===== src/rtl/floppy_seek_ctrl_if.sv =====
// Command-side bundle between the FDC command decoder (master) and the
// Type-I seek sequencer (slave).
interface floppy_seek_ctrl_if;
  logic       cmd_valid;
  logic       cmd_ready;
  logic [1:0] cmd_op;
  logic [6:0] cmd_target;
  logic [1:0] rate_sel;
  logic       busy;
  logic       done;
  logic       err;
  logic [6:0] track_reg;

  modport master (
    output cmd_valid, cmd_op, cmd_target, rate_sel,
    input  cmd_ready, busy, done, err, track_reg
  );

  modport slave (
    input  cmd_valid, cmd_op, cmd_target, rate_sel,
    output cmd_ready, busy, done, err, track_reg
  );
endinterface


===== src/rtl/floppy_seek_ctrl.sv =====
// Type-I command sequencer: restore / seek / single step with motor spin-up,
// step-rate timing, head settle and the logical track register.
module floppy_seek_ctrl #(
  parameter int unsigned SYS_CLK   = 8000000,
  parameter int unsigned MAX_TRACK = 84
) (
  input  logic               clk,
  input  logic               reset,
  floppy_seek_ctrl_if.slave  cmd,
  input  logic [6:0]         fd_track,
  input  logic               fd_ready,
  input  logic               fd_index,
  output logic               step_in,
  output logic               step_out,
  output logic               motor_on
);

  localparam logic [31:0] ClksPerMs = 32'(SYS_CLK / 1000);
  localparam int unsigned PulseRaw  = 4 * SYS_CLK / 1000000;
  // Slow clocks would round the pulse to zero cycles; keep at least one.
  localparam logic [31:0] PulseClks = (PulseRaw == 0) ? 32'd1 : 32'(PulseRaw);
  localparam logic [6:0]  MaxTrack  = 7'(MAX_TRACK);

  localparam logic [1:0] OpRestore = 2'd0;
  localparam logic [1:0] OpSeek    = 2'd1;
  localparam logic [1:0] OpStepIn  = 2'd2;
  localparam logic [1:0] OpStepOut = 2'd3;

  typedef enum logic [2:0] {
    StIdle,
    StSpinup,
    StDecide,
    StPulse,
    StStepWait,
    StSettle,
    StDone
  } state_e;

  state_e      state_q, state_d;
  logic        ready_q, ready_d;
  logic        motor_q, motor_d;
  logic [1:0]  op_q, op_d;
  logic [6:0]  target_q, target_d;
  logic [1:0]  rate_q, rate_d;
  logic [6:0]  track_q, track_d;
  logic        err_q, err_d;
  logic [7:0]  rst_cnt_q, rst_cnt_d;
  logic [31:0] spin_cnt_q, spin_cnt_d;
  logic [31:0] idle_cnt_q, idle_cnt_d;
  logic [31:0] tmr_q, tmr_d;
  logic        dir_out_q, dir_out_d;
  logic        single_q, single_d;
  logic        idx_q;

  logic        accept;
  logic        idx_fall;
  logic [31:0] period;

  assign accept   = cmd.cmd_valid && ready_q;
  assign idx_fall = idx_q && !fd_index;

  always_comb begin
    unique case (rate_q)
      2'd0: period = ClksPerMs * 32'd6;
      2'd1: period = ClksPerMs * 32'd12;
      2'd2: period = ClksPerMs * 32'd20;
      2'd3: period = ClksPerMs * 32'd30;
    endcase
  end

  always_comb begin
    state_d    = state_q;
    motor_d    = motor_q;
    op_d       = op_q;
    target_d   = target_q;
    rate_d     = rate_q;
    track_d    = track_q;
    err_d      = err_q;
    rst_cnt_d  = rst_cnt_q;
    spin_cnt_d = spin_cnt_q;
    idle_cnt_d = idle_cnt_q;
    tmr_d      = tmr_q;
    dir_out_d  = dir_out_q;
    single_d   = single_q;

    unique case (state_q)
      StIdle: begin
        if (accept) begin
          op_d       = cmd.cmd_op;
          target_d   = (cmd.cmd_target > MaxTrack) ? MaxTrack : cmd.cmd_target;
          rate_d     = cmd.rate_sel;
          err_d      = 1'b0;
          rst_cnt_d  = '0;
          spin_cnt_d = '0;
          idle_cnt_d = '0;
          single_d   = 1'b0;
          motor_d    = 1'b1;
          state_d    = motor_q ? StDecide : StSpinup;
        end else if (motor_q && idx_fall) begin
          if (idle_cnt_q == 32'd9) begin
            motor_d    = 1'b0;
            idle_cnt_d = '0;
          end else begin
            idle_cnt_d = idle_cnt_q + 32'd1;
          end
        end
      end
      StSpinup: begin
        if (idx_fall) begin
          spin_cnt_d = spin_cnt_q + 32'd1;
          if (spin_cnt_q == 32'd5) state_d = StDecide;
        end
      end
      StDecide: begin
        // The step period is timed from the first pulse cycle.
        tmr_d = '0;
        unique case (op_q)
          OpRestore: begin
            if (fd_track == 7'd0) begin
              track_d = '0;
              state_d = StSettle;
            end else if (rst_cnt_q == 8'hff) begin
              err_d   = 1'b1;
              state_d = StDone;
            end else begin
              rst_cnt_d = rst_cnt_q + 8'd1;
              dir_out_d = 1'b0;
              state_d   = StPulse;
            end
          end
          OpSeek: begin
            if (track_q == target_q) begin
              state_d = StSettle;
            end else if (target_q > track_q) begin
              dir_out_d = 1'b1;
              track_d   = track_q + 7'd1;
              state_d   = StPulse;
            end else begin
              dir_out_d = 1'b0;
              track_d   = track_q - 7'd1;
              state_d   = StPulse;
            end
          end
          OpStepIn: begin
            if (fd_track == 7'd0) begin
              track_d = '0;
              state_d = StSettle;
            end else begin
              dir_out_d = 1'b0;
              single_d  = 1'b1;
              track_d   = (track_q == 7'd0) ? 7'd0 : track_q - 7'd1;
              state_d   = StPulse;
            end
          end
          OpStepOut: begin
            dir_out_d = 1'b1;
            single_d  = 1'b1;
            track_d   = (track_q >= MaxTrack) ? track_q : track_q + 7'd1;
            state_d   = StPulse;
          end
        endcase
      end
      StPulse: begin
        tmr_d = tmr_q + 32'd1;
        if (tmr_q >= PulseClks - 32'd1) state_d = StStepWait;
      end
      StStepWait: begin
        tmr_d = tmr_q + 32'd1;
        // Leave one cycle early so the DECIDE cycle completes the period.
        if (tmr_q >= period - 32'd2) state_d = single_q ? StSettle : StDecide;
      end
      StSettle: begin
        if (fd_ready) state_d = StDone;
      end
      StDone: begin
        state_d = StIdle;
      end
      default: state_d = StIdle;
    endcase

    ready_d = (state_d == StIdle);
  end

  always_ff @(posedge clk) begin
    if (reset) begin
      state_q    <= StIdle;
      ready_q    <= 1'b0;
      motor_q    <= 1'b0;
      op_q       <= '0;
      target_q   <= '0;
      rate_q     <= '0;
      track_q    <= '0;
      err_q      <= 1'b0;
      rst_cnt_q  <= '0;
      spin_cnt_q <= '0;
      idle_cnt_q <= '0;
      tmr_q      <= '0;
      dir_out_q  <= 1'b0;
      single_q   <= 1'b0;
      idx_q      <= 1'b1;
    end else begin
      state_q    <= state_d;
      ready_q    <= ready_d;
      motor_q    <= motor_d;
      op_q       <= op_d;
      target_q   <= target_d;
      rate_q     <= rate_d;
      track_q    <= track_d;
      err_q      <= err_d;
      rst_cnt_q  <= rst_cnt_d;
      spin_cnt_q <= spin_cnt_d;
      idle_cnt_q <= idle_cnt_d;
      tmr_q      <= tmr_d;
      dir_out_q  <= dir_out_d;
      single_q   <= single_d;
      idx_q      <= fd_index;
    end
  end

  assign cmd.cmd_ready = ready_q;
  assign cmd.busy      = (state_q != StIdle) && (state_q != StDone);
  assign cmd.done      = (state_q == StDone);
  assign cmd.err       = err_q;
  assign cmd.track_reg = track_q;
  assign step_in       = (state_q == StPulse) && !dir_out_q;
  assign step_out      = (state_q == StPulse) && dir_out_q;
  assign motor_on      = motor_q;

endmodule


===== src/flat_wrapper.sv =====
// flat-port wrapper written by rule: the top's interface ports become plain ports
module floppy_seek_ctrl_flat 
#(
  parameter int unsigned SYS_CLK   = 8000000,
  parameter int unsigned MAX_TRACK = 84
)
  (clk, reset, fd_track, fd_ready, fd_index, step_in, step_out, motor_on, cmd_cmd_valid, cmd_cmd_op, cmd_cmd_target, cmd_rate_sel, cmd_cmd_ready, cmd_busy, cmd_done, cmd_err, cmd_track_reg);
  floppy_seek_ctrl_if cmd_i ();
  input  logic clk;
  input  logic reset;
  input  logic [6:0] fd_track;
  input  logic fd_ready;
  input  logic fd_index;
  output logic step_in;
  output logic step_out;
  output logic motor_on;
  input wire logic [$bits(cmd_i.cmd_valid)-1:0] cmd_cmd_valid;
  input wire logic [$bits(cmd_i.cmd_op)-1:0] cmd_cmd_op;
  input wire logic [$bits(cmd_i.cmd_target)-1:0] cmd_cmd_target;
  input wire logic [$bits(cmd_i.rate_sel)-1:0] cmd_rate_sel;
  output wire logic [$bits(cmd_i.cmd_ready)-1:0] cmd_cmd_ready;
  output wire logic [$bits(cmd_i.busy)-1:0] cmd_busy;
  output wire logic [$bits(cmd_i.done)-1:0] cmd_done;
  output wire logic [$bits(cmd_i.err)-1:0] cmd_err;
  output wire logic [$bits(cmd_i.track_reg)-1:0] cmd_track_reg;
  assign cmd_i.cmd_valid = cmd_cmd_valid;
  assign cmd_i.cmd_op = cmd_cmd_op;
  assign cmd_i.cmd_target = cmd_cmd_target;
  assign cmd_i.rate_sel = cmd_rate_sel;
  assign cmd_cmd_ready = cmd_i.cmd_ready;
  assign cmd_busy = cmd_i.busy;
  assign cmd_done = cmd_i.done;
  assign cmd_err = cmd_i.err;
  assign cmd_track_reg = cmd_i.track_reg;
  floppy_seek_ctrl #(.SYS_CLK(SYS_CLK), .MAX_TRACK(MAX_TRACK)) u_core (.clk(clk), .reset(reset), .cmd(cmd_i), .fd_track(fd_track), .fd_ready(fd_ready), .fd_index(fd_index), .step_in(step_in), .step_out(step_out), .motor_on(motor_on));
endmodule

===== config.mk =====
export PLATFORM = sky130hd
export DESIGN_NAME = floppy_seek_ctrl_flat
export DESIGN_NICKNAME = d
export VERILOG_FILES = /design/src/rtl/floppy_seek_ctrl_if.sv /design/src/rtl/floppy_seek_ctrl.sv /design/src/flat_wrapper.sv
export SDC_FILE = /design/constraint.sdc
export NUM_CORES = 1
export LEC_CHECK = 0
export CORE_UTILIZATION = 54
export DETAILED_ROUTE_END_ITERATION = 8
export PLACE_DENSITY = 0.8
export SLEW_MARGIN = 20
export SYNTH_ARGS = -nofsm -noshare
export SYNTH_HDL_FRONTEND = slang
export SYNTH_SLANG_ARGS = --single-unit

===== constraint.sdc =====
create_clock -name clk -period 3.55 [get_ports clk]
set_input_delay 0.71 -clock clk [delete_from_list [all_inputs] [get_ports clk]]
set_output_delay 0.71 -clock clk [all_outputs]
set_load 0.05 [all_outputs]

* Yosys cells after proc, flatten, opt, wreduce, memory -nomap -nowiden *
Cells that the tools add are included.

word-level totals
  register bits = 131
  input bits = 23
  output and inout port bits = 14
  logic and storage cells = 140

cells by class
  $add $sub $neg = 7
  magnitude comparators = 5
  equality and inequality tests = 31
  multiplexer cells = 52
  reduce and logical (&&, ||, !) cells = 30

operators with widths
  operator                 count
  $mux W32                 5
  $pmux W32 S2             2
  $pmux W32 S4             1
  $add A32 B1 Y32 const B  3
  $mux W7                  7
  $mux W3                  11
  $eq A32 B3 Y1 const B    1
  $eq A32 B4 Y1 const B    1
  $ge A32 B32 Y1           1
  $ge A32 B5 Y1 const B    1
  $mux W8                  4
  $sub A32 B2 Y32 const B  1
  $pmux W7 S4              1
  $pmux W3 S6              1
  $ne A2 B2 Y1 const B     8
  $pmux W8 S2              1
  $reduce_and A5 Y1        3
  $logic_not A7 Y1         2
  $mux W1                  13
  $pmux W3 S4              1
  $reduce_bool A2 Y1       5
  $eq A3 B3 Y1 const B     3
  $add A8 B1 Y8 const B    1
  $eq A2 B2 Y1 const B     4
  other kinds (25)         44

* Depth between registers and ports, before layout *
Gate-level depths: netlist of run 1.

  depth after elaboration = 7
  gate-level depth with buffers = 11
  depth with buffers taken out = 10

* Worst setup path before layout of run 1 *
Ideal clock, no wire load.

  path type = register to register
  start = register u_core.track_q[1] (netlist: u_core.cmd.track_reg[1])
  end = register u_core.track_q[1] (netlist: u_core.cmd.track_reg[1])
  library setup time = 134 ps
  arrival = 2555 ps
  data required time = 3416 ps
  slack = 861 ps
  cell stages (with the launch flop) = 10
  path buffers = 0
  period minus slack after synthesis = 2689 ps
  cells stage by stage = dfxtp_1 > inv_1 > ha_1 > or3b_4 > or4_4 > and4b_4 > nor3_4 > o21ai_1 > a221oi_2 > a211oi_1

on the way
  longest elaborated chain between the ends = 4
  elaborated cells on any way between the ends = 15
  those cells by class = add/sub (2); order compare (2); eq/ne (3); mux (6); reduce/logical (2)

ends and longest elaborated chain
  item                                         line                                              text
  start: declaration                           floppy_seek_ctrl.sv:45                            logic [6:0] track_q, track_d;
  start signal: assignment                     floppy_seek_ctrl.sv:208                           track_q <= track_d;
  $sub A7 B1 Y7, or another cell as far along  floppy_seek_ctrl.sv:140, floppy_seek_ctrl.sv:151
  $mux W7, on equally long branches            floppy_seek_ctrl.sv:151, floppy_seek_ctrl.sv:134
  $mux W7, on equally long branches            floppy_seek_ctrl.sv:145, floppy_seek_ctrl.sv:132
  $pmux W7 S4                                  floppy_seek_ctrl.sv:117                           unique case (op_q)

Several ways; a longest one is shown, not always the timed one. The select of a mux whose other input is x is not followed.
A chain may end at the register's enable or synchronous reset.

* Worst setup path in the final report of run 1 *
  start = register u_core.state_q[2]
  end = output port cmd_busy

on the way
  longest elaborated chain between the ends = 2
  elaborated cells on any way between the ends = 3
  those cells by class = eq/ne (1); reduce/logical (2)

ends and longest elaborated chain
  item                                                       line                     text
  start: declaration                                         floppy_seek_ctrl.sv:39   state_e state_q, state_d;
  start signal: assignment                                   floppy_seek_ctrl.sv:186  state_q <= StIdle;
  start signal: assignment                                   floppy_seek_ctrl.sv:202  state_q <= state_d;
  $ne A3 B3 Y1 / $reduce_bool A3 Y1 (equally long branches)  floppy_seek_ctrl.sv:221  assign cmd.busy = (state_q != StIdle) && (state_q != StDone);
  $logic_and A1 B1 Y1 (*)                                    floppy_seek_ctrl.sv:221
  end: declaration                                           flat_wrapper.sv:22       output wire logic [$bits(cmd_i.busy)-1:0] cmd_busy;

Mark *: on every way between the ends. The rest lies on a longest branch, timed or not.

==> flow_metrics.py, run 1 <==
metrics = {
    "status": {
        "status": "completed",
    },
    "yosys": {
        "syn_area_um2": 7014,
        "ys_seq_elements": 131,
        "synth_edf_count": 0,
        "synth_area_leader_cell": "dfxtp_1",
        "seq_area_frac_synth": 0.3739,
        "syn-num-nets": 905,
        "synth_cell_types": 72,
        "ys.flop_type": "dfxtp_1",
        "synthTopCellsByArea": "dfxtp_1, nor2_1, xor2_1",
        "synthArstFlopShare": 0,
        "ys_top_cells_by_count": "dfxtp_1, nor2_1, nand2_1",
        "netlist.area_leader.share": 0.3739,
        "yosysWarnings": 0,
        "yosysMostFrequentCell": "dfxtp_1",
        "syn_inst": 854,
        "syn_avg_cell_area_um2": 8.213,
    },
    "floorplan": {
        "start_util": 0.5558,
        "fp.dieArea_um2": 13450,
        "dieWidth_um": 116.0,
        "boundaryPins": 37,
        "core_um2": 12620,
        "die_h_um": 116.0,
        "row_count": 41,
    },
    "timing": {
        "hold_slack_ns": 0.4765,
        "post-route-period-util": 0.9020,
        "timing.fmax_mhz": 312.3,
        "max-slew-margin-rel": 0.3085,
        "rsz0062_at_grt": "no",
        "finalSetupViolCount": 0,
        "finalSetupTns_ns": 0,
        "final_max_slew_viol_count": 0,
        "worstMarginPinSlew_ns": 1.037,
        "hold_violations": 0,
        "skew_ns": 0.007126,
        "min_period_ns": 3.202,
    },
    "routing": {
        "post_drt_wl_per_cell_um": 15.11,
        "drt_drc_violations_left": 0,
        "drt_wl_total_mm": 16.20,
        "dr_total_vias": 6351,
        "ant_nets": 0,
        "vias_per_cell": 5.924,
        "dr.pass1.iters": 5,
        "drt_iter0_markers": 577,
    },
    "global_route": {
        "grt_pass1_wl_mm": 27.34,
        "first_global_vias": 5951,
        "grt_usage": 0.2574,
        "antenna_found_initial": 0,
        "grt_overflow": 0,
        "grt_max_degree": 54,
    },
    "min_path": {
        "worstHoldStart": "u_core.target_q[6]",
        "hold_path_class": "reg2reg",
        "min_to": "u_core.target_q[6]",
        "hold_path_depth": 2,
    },
    "layout": {
        "post-route-util": 0.6473,
        "diodes": 0,
        "syn2layout_area_growth_pct": 16.46,
        "drive_gt1_frac": 0.07111,
        "post-route-cell-area_um2": 8169,
        "largestRegisters": "u_core.idle_cnt_q: 32 flops, u_core.spin_cnt_q: 32 flops, u_core.tmr_q: 32 flops",
        "final_nets": 938,
        "final_cells": 1072,
    },
    "clock_network": {
        "cts_inserted_buffers": 17,
        "postCtsHoldBufs": 0,
        "clk_latency_ns": 0.42,
        "cts.sinks": 131,
        "post_cts_resize_count": 0,
        "htreeDepth": 4,
        "cts_tree": "yes",
        "root_buffer": "clkbuf_16",
        "cts.path.max_buffers": 2,
        "post-cts-setup-buffers": 0,
        "clkTransAtPathRegs_ns": 0.06,
    },
    "pwr": {
        "p_per_area_nw_per_um2": 465.1,
        "peakVddDrop_v": 0.0004376,
        "leakage_nw": 2.926,
    },
    "critical_path": {
        "cp_max_fo": 12,
        "cp_slowest_cell": "clkdlybuf4s50_1",
        "cp.required_ns": 2.84,
        "worstSetupStartpointType": "flip-flop",
        "critPathTopFamily": "buffers and inverters",
        "slowest_delay_ns": 0.80,
        "path_cells": "nor2b_1, or3_1, clkdlybuf4s50_1",
        "ff2ff_path_depth": 6,
        "r2r_slack_ns": 0.76,
        "critPathBufInv": 1,
        "r2r-start": "u_core.state_q[2]",
        "crit_path_start": "u_core.state_q[2]",
        "worstSetupPathType": "reg2out",
        "arrival_ns": 2.49,
        "r2r_end": "u_core.tmr_q[25]",
        "endpoint_kind": "output pin",
    },
    "place": {
        "placed_cell_area_um2": 7540,
        "place_inst": 1040,
        "gp_congestion": 0.8931,
        "dp_hpwl_mm": 10.84,
        "port_buffers": 36,
    },
    "flow_run": {
        "cap_violations": 0,
    },
}
[layout by cell type, fill, tap and decap left out, drive strengths merged, types with 6 or more instances in the layout]
cell type,instances
and4,9
nand2b,7
o21ai,32
nor4,20
o2111ai,10
clkdlybuf4s50,35
nor2,118
a21oi,45
o41ai,6
nand3,55
a211oi,6
inv,31
and3,18
o211ai,6
dfxtp,131
o21a,8
buf,12
xnor2,15
or3,19
clkbuf,23
xor2,47
nand4,37
ha,28
nor3,26
or2,6
nand2,74
[worst reg2reg max path, cell delays in order, from the launching register on]
cell and delay [ns]:
dfxtp_1 0.66, nor2b_1 0.43, a21oi_1 0.40, nor4_1 0.42
nand4_1 0.35, o2111ai_1 0.29, o41ai_1 0.10
[final cells by class]
| cell class | instances | area [um^2] |
|---|---|---|
| inverter | 31 | 116.4 |
| clock buffer | 23 | 478.0 |
| tap | 172 | 215.2 |
| multi-input combinational | 659 | 4148 |
| timing repair buffer | 47 | 437.9 |
| clock inverter | 9 | 151.4 |
| fill | 1063 | 4451 |
| sequential | 131 | 2623 |
[worst max path at each step]
stage	endpoint	slack (ns)	cells past startpoint
after detailed placement	u_core.cmd.track_reg[1]	0.37	8
after global placement	u_core.cmd.track_reg[1]	0.40	8
final	cmd_busy	0.35	3
after global routing	cmd_busy	0.26	3
after floorplan	u_core.cmd.track_reg[1]	0.86	9
after CTS	cmd_busy	0.36	3
[power by group]
part | internal (mW) | switching [mW] | total [mW] | leakage [nW]
combinational | 0.138 | 0.232 | 0.370 | 1.56
sequential | 1.50 | 0.0539 | 1.55 | 1.06
clock | 1.23 | 0.646 | 1.87 | 0.307
[stage by stage]
| step | setup slack [ns] | power, mW |
|---|---|---|
| 6_report | 0.3481 | 3.799 |
| 5_1_grt | 0.2599 | 3.925 |
| 4_1_cts | 0.3577 | 3.814 |
| 3_5_place_dp | 0.3697 | 1.949 |
| 3_3_place_gp | 0.4038 | 1.945 |
| 2_1_floorplan | 0.8609 | 1.830 |
[cells by family after synthesis]
family                     Yosys count  synth area share
DFF                                131            0.3739
adders and majority gates           29           0.05137
buffers and inverters               64           0.03478
xor gates and xnor gates            62           0.07742
AOI/OAI and AO/OA                  150            0.1434
muxes                                5          0.007670
and+or+nand+nor                    413            0.3115
[layer usage]
layer / vias up / GRT usage / routed length, um
met5: - / 0 / 0
met4: 0 / 0.08974 / 238
met3: 24 / 0.06695 / 796
met2: 156 / 0.4290 / 7744
met1: 3002 / 0.3218 / 7421
li1: 3169 / - / -
Note: power is estimated with default switching activity, not from simulation.
==> run 2, diff against run 1 <==
Settings changed: CORE_UTILIZATION 54 to 55, PLACE_DENSITY 0.8 to 0.81.
==> flow_metrics.py, run 2 (synthesized netlist as in run 1, its figures left out) <==
metrics = {
    "layout": {
        "post-route-cell-area_um2": 8143,
        "drive_gt1_frac": 0.07341,
        "fill_cells": 1038,
        "final_nets": 937,
        "syn2layout_area_growth_pct": 16.09,
        "post-route-util": 0.6668,
        "layout_common_cells": "dfxtp_1, nor2_1, nand2_1, nand3_1, xor2_1",
        "diodes": 0,
        "final_common_cell": "dfxtp_1",
        "largestRegisters": "u_core.idle_cnt_q: 32 flops, u_core.spin_cnt_q: 32 flops, u_core.tmr_q: 32 flops",
        "final_cells": 1067,
    },
    "routing": {
        "wl_met3_um": 759,
        "drt_wl_total_mm": 15.71,
        "drt_iter0_markers": 481,
        "dr.pass1.iters": 7,
        "post_drt_wl_per_cell_um": 14.72,
        "dr_total_vias": 6311,
        "routed.top_layer": "met4",
        "met1Wirelength_mm": 7.357,
        "drt_drc_violations_left": 0,
        "ant_nets": 0,
        "routed-wl-met2_mm": 7.266,
        "vias_per_cell": 5.915,
    },
    "floorplan": {
        "start_util": 0.5744,
        "die_h_um": 114.9,
        "boundaryPins": 37,
        "row_count": 40,
        "fp.dieArea_um2": 13210,
        "dieWidth_um": 114.9,
        "core_um2": 12210,
    },
    "clock_network": {
        "clk_latency_ns": 0.43,
        "clkTransAtPathRegs_ns": 0.06,
        "cts_tree": "yes",
        "post-cts-setup-buffers": 0,
        "root_buffer": "clkbuf_16",
        "cts.path.max_buffers": 2,
        "cts_inserted_buffers": 17,
        "cts.sinks": 131,
        "htreeDepth": 4,
        "post_cts_resize_count": 0,
        "postCtsHoldBufs": 0,
    },
    "global_route": {
        "grt_usage": 0.2503,
        "grt_max_degree": 54,
        "grt_pass1_wl_mm": 26.46,
        "antenna_found_initial": 0,
        "grt_overflow": 0,
        "first_global_vias": 5698,
    },
    "critical_path": {
        "cp_slowest_cell": "clkdlybuf4s50_1",
        "arrival_ns": 2.46,
        "slowest_delay_ns": 0.81,
        "cp_max_fo": 12,
        "worstSetupStartpointType": "flip-flop",
        "endpoint_kind": "output pin",
        "worstSetupPathType": "reg2out",
        "path_cells": "nor2b_1, or3_1, clkdlybuf4s50_1",
        "cp.required_ns": 2.84,
    },
    "timing": {
        "max-slew-margin-rel": 0.3680,
        "worstMarginPinSlew_ns": 0.9481,
        "min_period_ns": 3.169,
        "hold_violations": 0,
        "rsz0062_at_grt": "no",
        "finalSetupViolCount": 0,
        "final_max_slew_viol_count": 0,
        "skew_ns": 0.008985,
        "timing.fmax_mhz": 315.5,
        "setup_ws_ns": 0.3807,
        "post-route-period-util": 0.8928,
        "finalSetupTns_ns": 0,
    },
    "place": {
        "dp_hpwl_mm": 10.49,
        "gp_congestion": 0.8587,
        "placed_cell_area_um2": 7527,
        "port_buffers": 36,
        "dp_slack_ns": 0.3581,
        "place_inst": 1035,
    },
    "flow_run": {
        "cap_violations": 0,
    },
    "pwr": {
        "p_per_area_nw_per_um2": 456.1,
        "leakage_nw": 2.917,
        "peakVddDrop_v": 0.0003498,
    },
    "min_path": {
        "hold_path_class": "reg2reg",
    },
    "status": {
        "status": "completed",
    },
}
run 2: per-layer routing:
layer / GRT usage / vias to the layer above
li1: - / 3161
met1: 0.3255 / 2936
met4: 0.09264 / 0
met3: 0.06800 / 44
met2: 0.3976 / 170
met5: 0 / -
run 2: critical path: cells and delay by family, from the launching register on:
kind | cells | cell delay [ns]
flops | 1 | 0.65
buf+inv | 1 | 0.81
simple gates | 2 | 0.57
run 2: final timing paths:
path / from / to / slack (ns) / depth (start not counted)
worst max-delay path: u_core.state_q[2] / cmd_busy / 0.38 / 3
worst min-delay path: u_core.target_q[5] / u_core.target_q[5] / 0.47 / 2
worst max register to register: u_core.state_q[2] / u_core.tmr_q[19] / 0.74 / 6
worst min register to register: u_core.target_q[5] / u_core.target_q[5] / 0.47 / 2
run 2: layout make-up:
| type | instances | area, um^2 | area share |
|---|---|---|---|
| clock buffers | 22 | 494.2 | 0.06069 |
| clock inverters | 10 | 121.4 | 0.01490 |
| inverters | 31 | 116.4 | 0.01429 |
| multi-input cells | 659 | 4148 | 0.5094 |
| flip-flops and latches | 131 | 2623 | 0.3221 |
| well taps | 168 | 210.2 | 0.02581 |
| repair buffers | 46 | 430.4 | 0.05286 |
run 2: through the flow:
step                      power, mW  hold WS, ns
after floorplan               1.830       0.4356
after global placement        1.945       0.4587
after detailed placement      1.951       0.4611
after CTS                     3.732       0.4692
after global routing          3.850       0.4819
final                         3.714       0.4719
run 2: report_power, final:
| group | internal (mW) | switching (mW) | total (mW) | leakage, nW |
|---|---|---|---|---|
| registers | 1.50 | 0.0532 | 1.55 | 1.06 |
| clock network | 1.13 | 0.657 | 1.79 | 0.303 |
| logic | 0.138 | 0.235 | 0.373 | 1.56 |
